File: src/rtl/bram_readout_pkg.sv
// Shared types and constants for the BRAM readout sweep engine.
package bram_readout_pkg;

  typedef enum logic [1:0] {
    IDLE  = 2'd0,
    SWEEP = 2'd1,
    DRAIN = 2'd2
  } state_t;

  localparam int FIFO_DEPTH = 2;
  localparam int CNT_W      = $clog2(FIFO_DEPTH + 1);

  // A new read may be issued only if every word already owed to the FIFO
  // (stored, minus the one leaving this cycle, plus the one in flight) still
  // leaves a free slot for it.
  function automatic logic room_ok(input logic [CNT_W-1:0] occ,
                                   input logic             pop,
                                   input logic             inflight);
    return (int'(occ) - int'(pop) + int'(inflight)) < FIFO_DEPTH;
  endfunction

endpackage

File: src/rtl/bram_readout_if.sv
// Ready/valid output stream of the BRAM readout engine.
interface bram_readout_if #(
  parameter int datBit   = 17,
  parameter int addrBit  = 9,
  parameter int totUnits = 31
);
  localparam int unitW = $clog2(totUnits + 1);

  logic [datBit:0]  out_data;
  logic             out_valid;
  logic             out_ready;
  logic [unitW-1:0] out_unit;
  logic [addrBit:0] out_addr;
  logic             out_last;

  modport master (
    output out_data, out_valid, out_unit, out_addr, out_last,
    input  out_ready
  );

  modport slave (
    input  out_data, out_valid, out_unit, out_addr, out_last,
    output out_ready
  );
endinterface

File: src/rtl/bram_readout_fifo2.sv
// Two-entry output FIFO; the head entry is held stable until it is popped.
module readout_fifo2
  import bram_readout_pkg::*;
#(
  parameter int W = 8
) (
  input  logic             clk,
  input  logic             rst,
  input  logic             push,
  input  logic [W-1:0]     din,
  input  logic             pop,
  output logic [W-1:0]     dout,
  output logic             valid,
  output logic [CNT_W-1:0] count
);

  logic [W-1:0]     slot0_q;
  logic [W-1:0]     slot1_q;
  logic [CNT_W-1:0] cnt_q;

  // Slot 0 is always the head; slot 1 shifts forward on a pop.
  always_ff @(posedge clk) begin
    if (rst) begin
      cnt_q   <= '0;
      slot0_q <= '0;
      slot1_q <= '0;
    end else begin
      case ({push, pop})
        2'b10: begin
          if (cnt_q == '0) slot0_q <= din;
          else             slot1_q <= din;
          cnt_q <= cnt_q + CNT_W'(1);
        end
        2'b01: begin
          slot0_q <= slot1_q;
          cnt_q   <= cnt_q - CNT_W'(1);
        end
        2'b11: begin
          if (cnt_q == CNT_W'(1)) begin
            slot0_q <= din;
          end else begin
            slot0_q <= slot1_q;
            slot1_q <= din;
          end
        end
        default: ;
      endcase
    end
  end

  assign dout  = slot0_q;
  assign valid = (cnt_q != '0);
  assign count = cnt_q;

endmodule

File: src/rtl/bram_readout.sv
// Sweeps every word of a bank array (address-major, unit-minor) and streams
// it out over a ready/valid interface through a 2-entry FIFO.
// Optional feature: define CLEAR_ON_READ_EN to zero each word as it is read.
module bram_readout
  import bram_readout_pkg::*;
#(
  parameter int datBit   = 17,
  parameter int addrBit  = 9,
  parameter int totUnits = 31
) (
  input  logic                         clk,
  input  logic                         RST,
  input  logic                         start,
  output logic [addrBit:0]             ra,
  input  logic [totUnits:0][datBit:0]  rd,
  bram_readout_if.master               ob,
  output logic                         busy,
  output logic                         done,
  output logic [totUnits:0]            we,
  output logic [addrBit:0]             wa,
  output logic [datBit:0]              wd
);

  localparam int unitW = $clog2(totUnits + 1);
  localparam int entW  = 1 + unitW + (addrBit + 1) + (datBit + 1);

  state_t           state_q;
  logic [addrBit:0] addr_p0;
  logic [unitW-1:0] unit_p0;
  logic             vld_p1;
  logic             last_p1;
  logic [addrBit:0] addr_p1;
  logic [unitW-1:0] unit_p1;
  logic             issue;
  logic             last_issue;
  logic             pop;
  logic [CNT_W-1:0] occ;
  logic             fifo_valid;
  logic [entW-1:0]  fifo_din;
  logic [entW-1:0]  fifo_dout;

  assign pop        = fifo_valid & ob.out_ready;
  assign last_issue = (&addr_p0) && (unit_p0 == unitW'(totUnits));

  // Read issue: the start cycle itself issues word 0, then flow-controlled.
  always_comb begin
    issue = 1'b0;
    case (state_q)
      IDLE:    issue = start;
      SWEEP:   issue = room_ok(occ, pop, vld_p1);
      default: issue = 1'b0;
    endcase
  end

  // ---- stage p0: FSM and issue counters (ra is the next read address) ----
  always_ff @(posedge clk) begin
    if (RST) begin
      state_q <= IDLE;
      addr_p0 <= '0;
      unit_p0 <= '0;
    end else begin
      if (issue) begin
        if (unit_p0 == unitW'(totUnits)) begin
          unit_p0 <= '0;
          addr_p0 <= addr_p0 + 1'b1;
        end else begin
          unit_p0 <= unit_p0 + 1'b1;
        end
      end
      case (state_q)
        IDLE:    if (start) state_q <= SWEEP;
        SWEEP:   if (issue && last_issue) state_q <= DRAIN;
        DRAIN:   if (pop && ob.out_last) state_q <= IDLE;
        default: state_q <= IDLE;
      endcase
    end
  end

  // ---- stage p1: read in flight, bank data arrives this cycle ----
  always_ff @(posedge clk) begin
    if (RST) vld_p1 <= 1'b0;
    else     vld_p1 <= issue;
  end

  // Tag of the in-flight read; only meaningful while vld_p1 is high.
  always_ff @(posedge clk) begin
    if (issue) begin
      addr_p1 <= addr_p0;
      unit_p1 <= unit_p0;
      last_p1 <= last_issue;
    end
  end

  assign ra       = addr_p0;
  assign fifo_din = {last_p1, unit_p1, addr_p1, rd[unit_p1]};

  readout_fifo2 #(.W(entW)) u_fifo (
    .clk   (clk),
    .rst   (RST),
    .push  (vld_p1),
    .din   (fifo_din),
    .pop   (pop),
    .dout  (fifo_dout),
    .valid (fifo_valid),
    .count (occ)
  );

  assign {ob.out_last, ob.out_unit, ob.out_addr, ob.out_data} = fifo_dout;
  assign ob.out_valid = fifo_valid;
  assign busy         = (state_q != IDLE);
  assign done         = (state_q == DRAIN) && pop && ob.out_last;

`ifdef CLEAR_ON_READ_EN
  // Write zero back to the word being captured so the bank ends up cleared.
  always_comb begin
    we = '0;
    wa = '0;
    wd = '0;
    if (vld_p1) begin
      we[unit_p1] = 1'b1;
      wa          = addr_p1;
    end
  end
`else
  assign we = '0;
  assign wa = '0;
  assign wd = '0;
`endif

endmodule

File: src/flat_wrapper.sv
// flat-port wrapper written by rule: the top's interface ports become plain ports
module bram_readout_flat import bram_readout_pkg::*;
#(
  parameter int datBit   = 17,
  parameter int addrBit  = 9,
  parameter int totUnits = 31
)
  (clk, RST, start, ra, rd, busy, done, we, wa, wd, ob_out_data, ob_out_valid, ob_out_unit, ob_out_addr, ob_out_last, ob_out_ready);
  bram_readout_if #(.datBit(datBit), .addrBit(addrBit), .totUnits(totUnits)) ob_i ();
  input  logic clk;
  input  logic RST;
  input  logic start;
  output logic [addrBit:0] ra;
  input  logic [totUnits:0][datBit:0] rd;
  output logic busy;
  output logic done;
  output logic [totUnits:0] we;
  output logic [addrBit:0] wa;
  output logic [datBit:0] wd;
  output wire logic [$bits(ob_i.out_data)-1:0] ob_out_data;
  output wire logic [$bits(ob_i.out_valid)-1:0] ob_out_valid;
  output wire logic [$bits(ob_i.out_unit)-1:0] ob_out_unit;
  output wire logic [$bits(ob_i.out_addr)-1:0] ob_out_addr;
  output wire logic [$bits(ob_i.out_last)-1:0] ob_out_last;
  input wire logic [$bits(ob_i.out_ready)-1:0] ob_out_ready;
  assign ob_out_data = ob_i.out_data;
  assign ob_out_valid = ob_i.out_valid;
  assign ob_out_unit = ob_i.out_unit;
  assign ob_out_addr = ob_i.out_addr;
  assign ob_out_last = ob_i.out_last;
  assign ob_i.out_ready = ob_out_ready;
  bram_readout #(.datBit(datBit), .addrBit(addrBit), .totUnits(totUnits)) u_core (.clk(clk), .RST(RST), .start(start), .ra(ra), .rd(rd), .ob(ob_i), .busy(busy), .done(done), .we(we), .wa(wa), .wd(wd));
endmodule
File: config.mk
export PLATFORM = sky130hd
export DESIGN_NAME = bram_readout_flat
export DESIGN_NICKNAME = d
export VERILOG_FILES = /design/src/rtl/bram_readout_pkg.sv /design/src/rtl/bram_readout_if.sv /design/src/rtl/bram_readout_fifo2.sv /design/src/rtl/bram_readout.sv /design/src/flat_wrapper.sv
export SDC_FILE = /design/constraint.sdc
export NUM_CORES = 1
export LEC_CHECK = 0
export ABC_CLOCK_PERIOD_IN_PS = 3200
export BUFFER_PORTS_ARGS = -buffer_cell sky130_fd_sc_hd__buf_2
export CORE_AREA = 3 3 269 271
export DETAILED_ROUTE_END_ITERATION = 8
export DIE_AREA = 0 0 272 274
export PLACE_DENSITY_LB_ADDON = 0.08
export SYNTH_ARGS = -nofsm -noshare
export SYNTH_HDL_FRONTEND = slang
export SYNTH_SLANG_ARGS = --single-unit
File: constraint.sdc
create_clock -name clk -period 3.2 [get_ports clk]
set_input_delay 0.64 -clock clk [delete_from_list [all_inputs] [get_ports clk]]
set_output_delay 0.64 -clock clk [all_outputs]
set_load 0.01 [all_outputs]
# After elaboration in Yosys (flattened, before gate mapping)
# Cells that the tools add are included.
# classes
add_sub_neg	6
n_lt_le_gt_ge	2
eq_ne	13
muxes	15
bitwise_logic	1
reduce_logical	17
# op_table
op	count
$mux 34	4
$pmux 34 s3	1
$bmux 18 s5	1
$pmux 34 s2	1
$add 32x2->32	1
$lt 32x3->1 const B	1
$mux 18	1
$add 10x1->10 const B	1
$reduce_and 10->1	1
$ne 2x2->1 const B	4
$reduce_bool 2->1	4
$eq 2x1->1 const B	3
$eq 2x2->1 const B	3
$lt 5x6->1 const B	1
$mux 2	3
$pmux 2 s3	1
$reduce_and 3->1	2
$add 5x1->5 const B	1
$eq 5x5->1 const B	1
$logic_and 1x1->1	5
$mux 5	1
$logic_not 2->1	2
$ne 2x1->1 const B	2
$pmux 2 s2	1
7 further kinds	8
# totals
regBits	104
in_bits	580
output_inout_bits	107

# Depth between registers and ports, before layout
# Gate-level depths: netlist (run 1).
# logic_depth
depth_word	9
depth_mapped	17

# Hierarchy
# Synthesis (run 1) repeated with hierarchy kept, for this count alone.
# unflattened
cells_unflattened	1197
area_unflattened_um2	10024.6
# by_module_without_submodules
mod	n_inst	cells_per_inst	area_each_um2	seq_area_each_um2
bram_readout	1	816	6712.7	840.8
readout_fifo2	1	381	3311.9	1401.3

# Least setup slack after synthesis (run 1)
# No wires, ideal clock.
# synth_path
path_kind	input to register
from	input port ob_out_ready
to	register u_core.state_q[0]
t_arrival_ns	3.288
required_ns	3.060
setup_slack_ns	-0.228
cell_stages	15
path_buffers	2
cell_sequence	clkbuf_1 nand2_1 nor2_1 ha_1 inv_1 ha_1 inv_1 ha_1 nor4bb_1 a21oi_1 or2_1 clkbuf_1 inv_1 nand4b_1 nor3b_1
# synth_between
elab_chain_cells	8
word_cells_on_any_way	10
# synth_rtl
item	line_no	text
start, declared	flat_wrapper.sv:25	input wire logic [$bits(ob_i.out_ready)-1:0] ob_out_ready;
$and 1x1->1	bram_readout.sv:42	assign pop = fifo_valid & ob.out_ready;
$sub 2x1->3	bram_readout_pkg.sv:19	return (int'(occ) - int'(pop) + int'(inflight)) < FIFO_DEPTH;
$add 32x2->32	bram_readout_pkg.sv:19	
$lt 32x3->1	bram_readout_pkg.sv:19	
$pmux 1 s2	bram_readout.sv:48	case (state_q)
named net u_core.issue	bram_readout.sv:34	logic issue;
$logic_and 1x1->1	bram_readout.sv:72	SWEEP: if (issue && last_issue) state_q <= DRAIN;
$ne 2x1->1 (no line)	--	
$reduce_and 3->1 (no line)	--	
end signal, assigned	bram_readout.sv:72	
end signal, assigned	bram_readout.sv:73	DRAIN: if (pop && ob.out_last) state_q <= IDLE;
end signal, assigned	bram_readout.sv:74	default: state_q <= IDLE;
end, declared	bram_readout.sv:27	state_t state_q;
# The timed path passes the listed nets, and every way through them passes these cells.
# A chain may end at the register's enable or synchronous reset.

# Worst setup path after layout (run 1)
# layout_path
from	register u_core.u_fifo.cnt_q[0], in the netlist u_core.u_fifo.count[0]
to	register u_core.unit_p0[3]
# layout_between
elab_chain_cells	6
# layout_rtl
item	line_no	text
start, declared	bram_readout_fifo2.sv:19	logic [CNT_W-1:0] cnt_q;
start signal, assigned	bram_readout_fifo2.sv:32	cnt_q <= cnt_q + CNT_W'(1);
start signal, assigned	bram_readout_fifo2.sv:36	cnt_q <= cnt_q - CNT_W'(1);
$reduce_bool 2->1	bram_readout_fifo2.sv:52	assign valid = (cnt_q != '0);
$and 1x1->1	bram_readout.sv:42	
$sub 2x1->3 (*)	bram_readout_pkg.sv:19	
$add 32x2->32 (*)	bram_readout_pkg.sv:19	
$lt 32x3->1 (*)	bram_readout_pkg.sv:19	
$pmux 1 s2 (*)	bram_readout.sv:48	
end signal, assigned	bram_readout.sv:67	unit_p0 <= unit_p0 + 1'b1;
end, declared	bram_readout.sv:29	logic [unitW-1:0] unit_p0;
# Every way passes the cells marked *; elsewhere a longest branch is shown, timed or not.

==> flow_metrics.env, run 1 <==
export IMPL_status="complete, no violations"
export IMPL_netlist_area_sq_um=9720
export IMPL_regArea_sq_um=2240
export IMPL_synth_top_cell_by_area="mux2i_1"
export IMPL_cp_max_fo=6
export IMPL_synth_seq_area_share_pct=23.1
export IMPL_multi_input_area_sq_um=6760
export IMPL_drtIter0Drc=577
export IMPL_ioPinCount=687
export IMPL_overflow=0
export IMPL_setup_violations=0
export IMPL_synthArstFlopShare_pct=0
export IMPL_synth_warnings=0
export IMPL_place_hpwl_mm=60.5
export IMPL_route_detailed_drc=0
export IMPL_min_period_over_period_pct=93.9
export IMPL_synthAdderAreaFrac_pct=1.67
export IMPL_synth_edf_count=16
export IMPL_antenna_found_initial=46
export IMPL_end_kind="register"
export IMPL_final_core_util_pct=20.6
export IMPL_htreeDepth=3
export IMPL_viasPerCell=4.17
export IMPL_synthDominantCellAreaShare_pct=31.4
export IMPL_synth_top_family_by_area="multiplexers"
export IMPL_fp_dieH_microns=274
export IMPL_die_w_microns=272
export IMPL_fillCellCount=7947
export IMPL_tightest_slew_ns=0.831
export IMPL_reg2reg_slack_ns=0.19
export IMPL_hold_end="u_core.u_fifo.slot1_q[33]$_SDFFE_PP0P_"
export IMPL_initial_core_util_pct=13.9
export IMPL_fin_skew_ns=0.00582
export IMPL_rows=97
export IMPL_worst_r2r_cell_count=15
export IMPL_leakagePower_nw=6.72
export IMPL_cp_required_ns=3.50
export IMPL_crit_type="reg -> reg"
export IMPL_syn_inst=1136
export IMPL_synth_seq_cells=104
export IMPL_worstReg2RegEnd="u_core.unit_p0[3]$_SDFFE_PP0P_"
export IMPL_avgSynthCellArea_sq_um=8.55
export IMPL_synthTopCellsByArea="mux2i_1 (31%), dfxtp_1 (18%), a22oi_1 (11%)"
export IMPL_synth_ff_type="dfxtp_1"
export IMPL_syn2layout_area_growth_pct=48.3
export IMPL_hold_viol=0
export IMPL_ant_nets=0
export IMPL_synth_cell_types=44
export IMPL_routabilityCongestion=0.925
export IMPL_worstHoldStart="u_core.u_fifo.slot1_q[33]$_SDFFE_PP0P_"
export IMPL_cp_arrival_ns=3.30
export IMPL_nets=2332
export IMPL_cts_root_buf="clkbuf_16"
export IMPL_placed_area_sq_um=14000
export IMPL_drive_gt1_share_pct=42.1
export IMPL_finalSetupTns_ns=0
export IMPL_ir_drop_uv=361
export IMPL_postLayoutCellArea_sq_um=14400
export IMPL_muxShareOfSynthArea_pct=31.8
export IMPL_powerDensity_nw_per_um2=745
export IMPL_fin_crit_ns=3.01
export IMPL_synth_compound_area_share_pct=22.4
export IMPL_grt_max_degree=57
export IMPL_finalMaxSlewViolations=0
export IMPL_cp_start_kind="register"
export IMPL_coreArea_sq_um=70000
export IMPL_synthXorXnorAreaFrac_pct=0.721
export IMPL_whs_path_depth=2
export IMPL_min_path_type="reg -> reg"
export IMPL_routed_wl_mm=71.6
export IMPL_routedWlPerCell_microns=26.5
export IMPL_r2r_start="u_core.u_fifo.count[0]$_SDFFE_PP0P_"
export IMPL_cts_tree="built"
export IMPL_cts_buffers=9
export IMPL_num_vias=11300
export IMPL_clk_latency_ns=0.36
export IMPL_cts_clk_slew_worst_paths_ns=0.08
export IMPL_cap_violations=0
export IMPL_cts_max_path_buffers=2
export IMPL_slew_headroom_pct=43.0
export IMPL_firstDrtPassIters=4
export IMPL_clock_sinks=104
export IMPL_fmax_mhz=333
export IMPL_die_area_sq_um=74500
export IMPL_grt_pass1_wl_mm=95.6
export IMPL_first_global_vias=11900
export IMPL_track_usage_pct=18.3
export IMPL_synth_simple_area_share_pct=9.79
export IMPL_io_buffers=626
-- layout by cell type (no fill, tap or decap), types with 3 or more instances in the layout --
master / instances
and3_1: 4
nand2_1: 82
conb_1: 60
diode_2: 17
ha_1: 12
a21oi_1: 93
nor2_1: 50
or4_1: 18
clkbuf_16: 9
buf_4: 55
o22ai_1: 18
o21ai_0: 19
buf_2: 626
a211oi_1: 34
mux2i_1: 305
nor4_1: 4
edfxtp_1: 16
dfxtp_1: 87
o31ai_1: 18
inv_1: 5
nand3_1: 3
nor2b_1: 3
mux2_1: 3
a22oi_1: 144
nand2b_1: 3
buf_12: 16
xnor2_1: 8
nand4_1: 6
-- registers in the layout (all words and copies together), names as in the netlist --
register,count
u_core.u_fifo.count,2
u_core.unit_p1,5
u_core.ra,10
u_core.last_p1,1
u_core.addr_p1,10
u_core.u_fifo.slot1_q,34
u_core.u_fifo.dout,34
u_core.unit_p0,5
u_core.vld_p1,1
u_core.state_q,2
-- cell families after synthesis --
logic type / count (synthesis)
other cells: 1
xor+xnor: 8
fa+ha+maj: 13
mux: 308
compound gates: 332
buf+inv: 171
flops: 104
simple gates: 199
-- layout make-up --
| type | instances | area share [%] |
|---|---|---|
| clock inverters | 7 | 0.425 |
| well taps | 940 | 8.16 |
| diodes | 17 | 0.295 |
| multi-input cells | 920 | 46.9 |
| repair buffers | 697 | 26.8 |
| repair inverters | 1 | 0.0347 |
| flip-flops and latches | 104 | 15.6 |
| inverters | 6 | 0.182 |
| clock buffers | 9 | 1.56 |
-- metal layers --
layer  share of wire, %  routed length, microns  vias up  global-route usage, %
met4                1.9                    1370       10                   4.73
li1                   -                       -     5406                      -
met2                 51                   36400      436                   33.1
met5              0.087                      62        -                      0
met3                5.4                    3890       76                   3.82
met1                 42                   29900     5332                   21.9
-- power by group --
group	switching, W	internal, W
clock	0.000564	0.000546
combinational	0.00455	0.00307
sequential	0.000268	0.00173
-- critical path, cell delays in order, from the launching register on --
cell	delay, ns
dfxtp_2	0.34
inv_1	0.06
ha_2	0.19
inv_1	0.07
nand2_1	0.07
nor2_2	0.14
ha_1	0.24
inv_1	0.07
ha_1	0.14
inv_1	0.05
ha_1	0.21
nor4bb_4	0.33
a21oi_4	0.12
or2_4	0.30
or4_4	0.48
a21oi_2	0.13
-- how the worst max path moves through the flow --
stage                                                   start                              to  slack (ns)  cells after the start
after floorplan                                  ob_out_ready  u_core.state_q[0]$_SDFFE_PP0P_        0.02                     15
after global placement                           ob_out_ready     u_core.unit_p1[1]$_DFFE_PP_       -0.08                     12
after detailed placement                         ob_out_ready  u_core.unit_p0[2]$_SDFFE_PP0P_       -0.05                     12
after CTS                 u_core.u_fifo.count[0]$_SDFFE_PP0P_  u_core.unit_p0[2]$_SDFFE_PP0P_        0.04                     15
after global routing      u_core.u_fifo.count[0]$_SDFFE_PP0P_  u_core.unit_p0[3]$_SDFFE_PP0P_       -0.02                     15
final                     u_core.u_fifo.count[0]$_SDFFE_PP0P_  u_core.unit_p0[3]$_SDFFE_PP0P_        0.19                     15
-- what timing repair did --
action / 4_1_cts / 5_1_grt
endpoints found under the hold margin: 0 / 0
setup endpoints to repair: 10 / 29
gates cloned: 1 / 0
buffers inserted: 0 / 2
hold buffers: 0 / 0
pin swaps: 0 / 7
gates resized for setup: 2 / 9
-- through the flow --
step | worst slack (ns) | hold WS, ns | std cells | power, W
CTS | 0.0407 | 0.459 | 2682 | 0.0110
floorplan | 0.0151 | 0.430 | 1195 | 0.00654
detailed placement | -0.0465 | 0.447 | 2665 | 0.00975
global placement | -0.0815 | 0.442 | 2665 | 0.00973
finish | 0.194 | 0.456 | 2701 | 0.0107
global route | -0.0150 | 0.477 | 2697 | 0.0116
-- cell usage after synthesis (all sizes together) (2+ instances only) --
| library cell | count |
|---|---|
| or4 | 19 |
| a211oi | 34 |
| inv | 6 |
| or2 | 3 |
| ha | 13 |
| nand2b | 4 |
| a31oi | 2 |
| and2 | 3 |
| nor3 | 2 |
| nand3 | 3 |
| o21ai | 20 |
| mux2i | 305 |
| clkbuf | 60 |
| nor4 | 4 |
| nor4bb | 2 |
| a22oi | 144 |
| xnor2 | 8 |
| mux2 | 3 |
| nor2 | 52 |
| buf | 105 |
| edfxtp | 16 |
| dfxtp | 88 |
| nand4 | 6 |
| a21oi | 95 |
| nor3b | 3 |
| o31ai | 18 |
| and3 | 4 |
| o22ai | 18 |
| nand2 | 83 |
| nor2b | 6 |
No activity file was read; power rests on OpenSTA's default activity.
==> inputs of run 2 (changes only) <==
--- a/config.mk
+++ b/config.mk
@@ -11,6 +11,7 @@
 export DETAILED_ROUTE_END_ITERATION = 8
 export DIE_AREA = 0 0 272 274
 export PLACE_DENSITY_LB_ADDON = 0.08
+export REMOVE_ABC_BUFFERS = 1
 export SYNTH_ARGS = -nofsm -noshare
 export SYNTH_HDL_FRONTEND = slang
 export SYNTH_SLANG_ARGS = --single-unit
==> flow_metrics.env, run 2 (synthesis results as in run 1) <==
export IMPL_dp_slack_ns=-0.0751
export IMPL_cts_max_path_buffers=2
export IMPL_worst_r2r_cell_count=13
export IMPL_ant_nets=0
export IMPL_slew_headroom_pct=47.0
export IMPL_cp_arrival_ns=3.32
export IMPL_cp_required_ns=3.53
export IMPL_nets=2313
export IMPL_setup_violations=0
export IMPL_min_path_type="reg -> reg"
export IMPL_fin_crit_ns=2.99
export IMPL_fp_dieH_microns=274
export IMPL_antenna_found_initial=6
export IMPL_final_core_util_pct=20.4
export IMPL_clock_sinks=104
export IMPL_r2r_start="u_core.u_fifo.count[0]$_SDFFE_PP0P_"
export IMPL_htreeDepth=3
export IMPL_die_area_sq_um=74500
export IMPL_grt_max_degree=54
export IMPL_crit_type="reg -> reg"
export IMPL_fmax_mhz=335
export IMPL_cts_buffers=9
export IMPL_initial_core_util_pct=13.9
export IMPL_worstReg2RegEnd="u_core.unit_p0[3]$_SDFFE_PP0P_"
export IMPL_place_hpwl_mm=46.3
export IMPL_met1Wirelength_mm=24.4
export IMPL_viasPerCell=4.11
export IMPL_routabilityCongestion=0.835
export IMPL_clk_latency_ns=0.39
export IMPL_overflow=0
export IMPL_drtIter0Drc=551
export IMPL_p_switching_w=0.00510
export IMPL_p_int_w=0.00525
export IMPL_drive_gt1_share_pct=41.6
export IMPL_fin_skew_ns=0.0182
export IMPL_cp_max_fo=5
export IMPL_p_comb_share_pct=68.4
export IMPL_finalMaxSlewViolations=0
export IMPL_leakagePower_nw=6.64
export IMPL_powerDensity_nw_per_um2=725
export IMPL_cp_endpoint="u_core.unit_p0[3]$_SDFFE_PP0P_"
export IMPL_reg2reg_slack_ns=0.21
export IMPL_routed_wl_mm=58.4
export IMPL_io_buffers=626
export IMPL_coreArea_sq_um=70000
export IMPL_stdcell_count=2670
export IMPL_firstDrtPassIters=5
export IMPL_ir_drop_uv=333
export IMPL_status="complete, no violations"
export IMPL_hold_viol=0
export IMPL_end_kind="register"
export IMPL_power_frac_clock_pct=12.1
export IMPL_first_global_vias=11400
export IMPL_rsz0062_at_grt="false"
export IMPL_cts_clk_slew_worst_paths_ns=0.10
export IMPL_route_detailed_drc=0
export IMPL_worstSetupStartpoint="u_core.u_fifo.count[0]$_SDFFE_PP0P_"
export IMPL_swShare_pct=49.3
export IMPL_routed_wl_met2_mm=30.1
export IMPL_route_met3_wl_mm=3.21
export IMPL_rows=97
export IMPL_cts_tree="built"
export IMPL_cp_start_kind="register"
export IMPL_highest_layer="met4"
export IMPL_cap_violations=0
export IMPL_mostFrequentLayoutCells="buf_2 (625), mux2i_1 (305), a22oi_1 (144), a21oi_1 (94), dfxtp_1 (87)"
export IMPL_seq_power_share_pct=19.5
export IMPL_num_vias=11000
export IMPL_routedWlPerCell_microns=21.9
export IMPL_cts_setup_buffers=0
export IMPL_grt_pass1_wl_mm=81.2
export IMPL_die_w_microns=272
export IMPL_layout_commonest_cell="buf_2"
export IMPL_min_period_over_period_pct=93.4
export IMPL_fin_hold_ws_ns=0.456
export IMPL_finalSetupTns_ns=0
export IMPL_track_usage_pct=14.9
export IMPL_tightest_slew_ns=0.793
export IMPL_ioPinCount=687
export IMPL_cts_root_buf="clkbuf_16"
export IMPL_place_inst=2649
export IMPL_setup_slack_ns=0.212
export IMPL_syn2layout_area_growth_pct=46.8
-- run 2: worst max-delay path: stages (launching register included) --
cell	delay (ns)
dfxtp_2	0.37
inv_1	0.07
ha_2	0.19
nor2b_1	0.17
xnor2_1	0.15
and2_1	0.18
buf_4	0.13
nand2_1	0.05
ha_1	0.28
nor4bb_4	0.34
a21oi_4	0.13
or2_4	0.26
or4_1	0.46
a21oi_1	0.15
-- run 2: power by group through the flow --
stage / Clock, W / Combinational (W) / Sequential (W)
final: 0.00125 / 0.00708 / 0.00201
after global routing: 0.00137 / 0.00780 / 0.00208
after CTS: 0.00133 / 0.00721 / 0.00203
after detailed placement: 0 / 0.00720 / 0.00205
after global placement: 0 / 0.00718 / 0.00205
after floorplan: 0 / 0.00343 / 0.00230
-- run 2: per-layer routing --
metal | vias to the layer above | track usage [%]
met5 | - | 0
met4 | 0 | 3.02
met3 | 33 | 2.26
met2 | 419 | 27.5
met1 | 5167 | 18.3
li1 | 5368 | -
-- run 2: layout make-up --
| type | count | area (sq um) |
|---|---|---|
| fillers | 7937 | 55800 |
| multi-input cells | 920 | 6790 |
| inverters | 6 | 22.5 |
| repair buffers | 679 | 3680 |
| clock inverters | 7 | 104 |
| flip-flops and latches | 104 | 2240 |
| well taps | 940 | 1180 |
| clock buffers | 9 | 225 |
| diodes | 5 | 12.5 |
-- run 2: worst min path at each step --
stage | start | endpoint | slack (ns) | cells after the start
after floorplan | u_core.u_fifo.slot1_q[18]$_SDFFE_PP0P_ | u_core.u_fifo.slot1_q[18]$_SDFFE_PP0P_ | 0.43 | 2
after global placement | u_core.u_fifo.slot1_q[27]$_SDFFE_PP0P_ | u_core.u_fifo.slot1_q[27]$_SDFFE_PP0P_ | 0.44 | 2
after detailed placement | u_core.u_fifo.slot1_q[33]$_SDFFE_PP0P_ | u_core.u_fifo.slot1_q[33]$_SDFFE_PP0P_ | 0.45 | 2
after CTS | u_core.u_fifo.slot1_q[18]$_SDFFE_PP0P_ | u_core.u_fifo.slot1_q[18]$_SDFFE_PP0P_ | 0.46 | 2
after global routing | u_core.u_fifo.slot1_q[29]$_SDFFE_PP0P_ | u_core.u_fifo.slot1_q[29]$_SDFFE_PP0P_ | 0.48 | 2
final | u_core.u_fifo.slot1_q[18]$_SDFFE_PP0P_ | u_core.u_fifo.slot1_q[18]$_SDFFE_PP0P_ | 0.46 | 2
-- run 2: what timing repair did --
action,4_1_cts,5_1_grt
resized for setup,0,10
setup endpoints to repair,0,31
hold buffers,0,0
-- run 2: through the flow --
stage | cell area (sq um) | power (W)
final | 14300 | 0.0103
after global routing | 14300 | 0.0112
after CTS | 14200 | 0.0106
after detailed placement | 13900 | 0.00925
after global placement | 13900 | 0.00923
after floorplan | 8940 | 0.00574
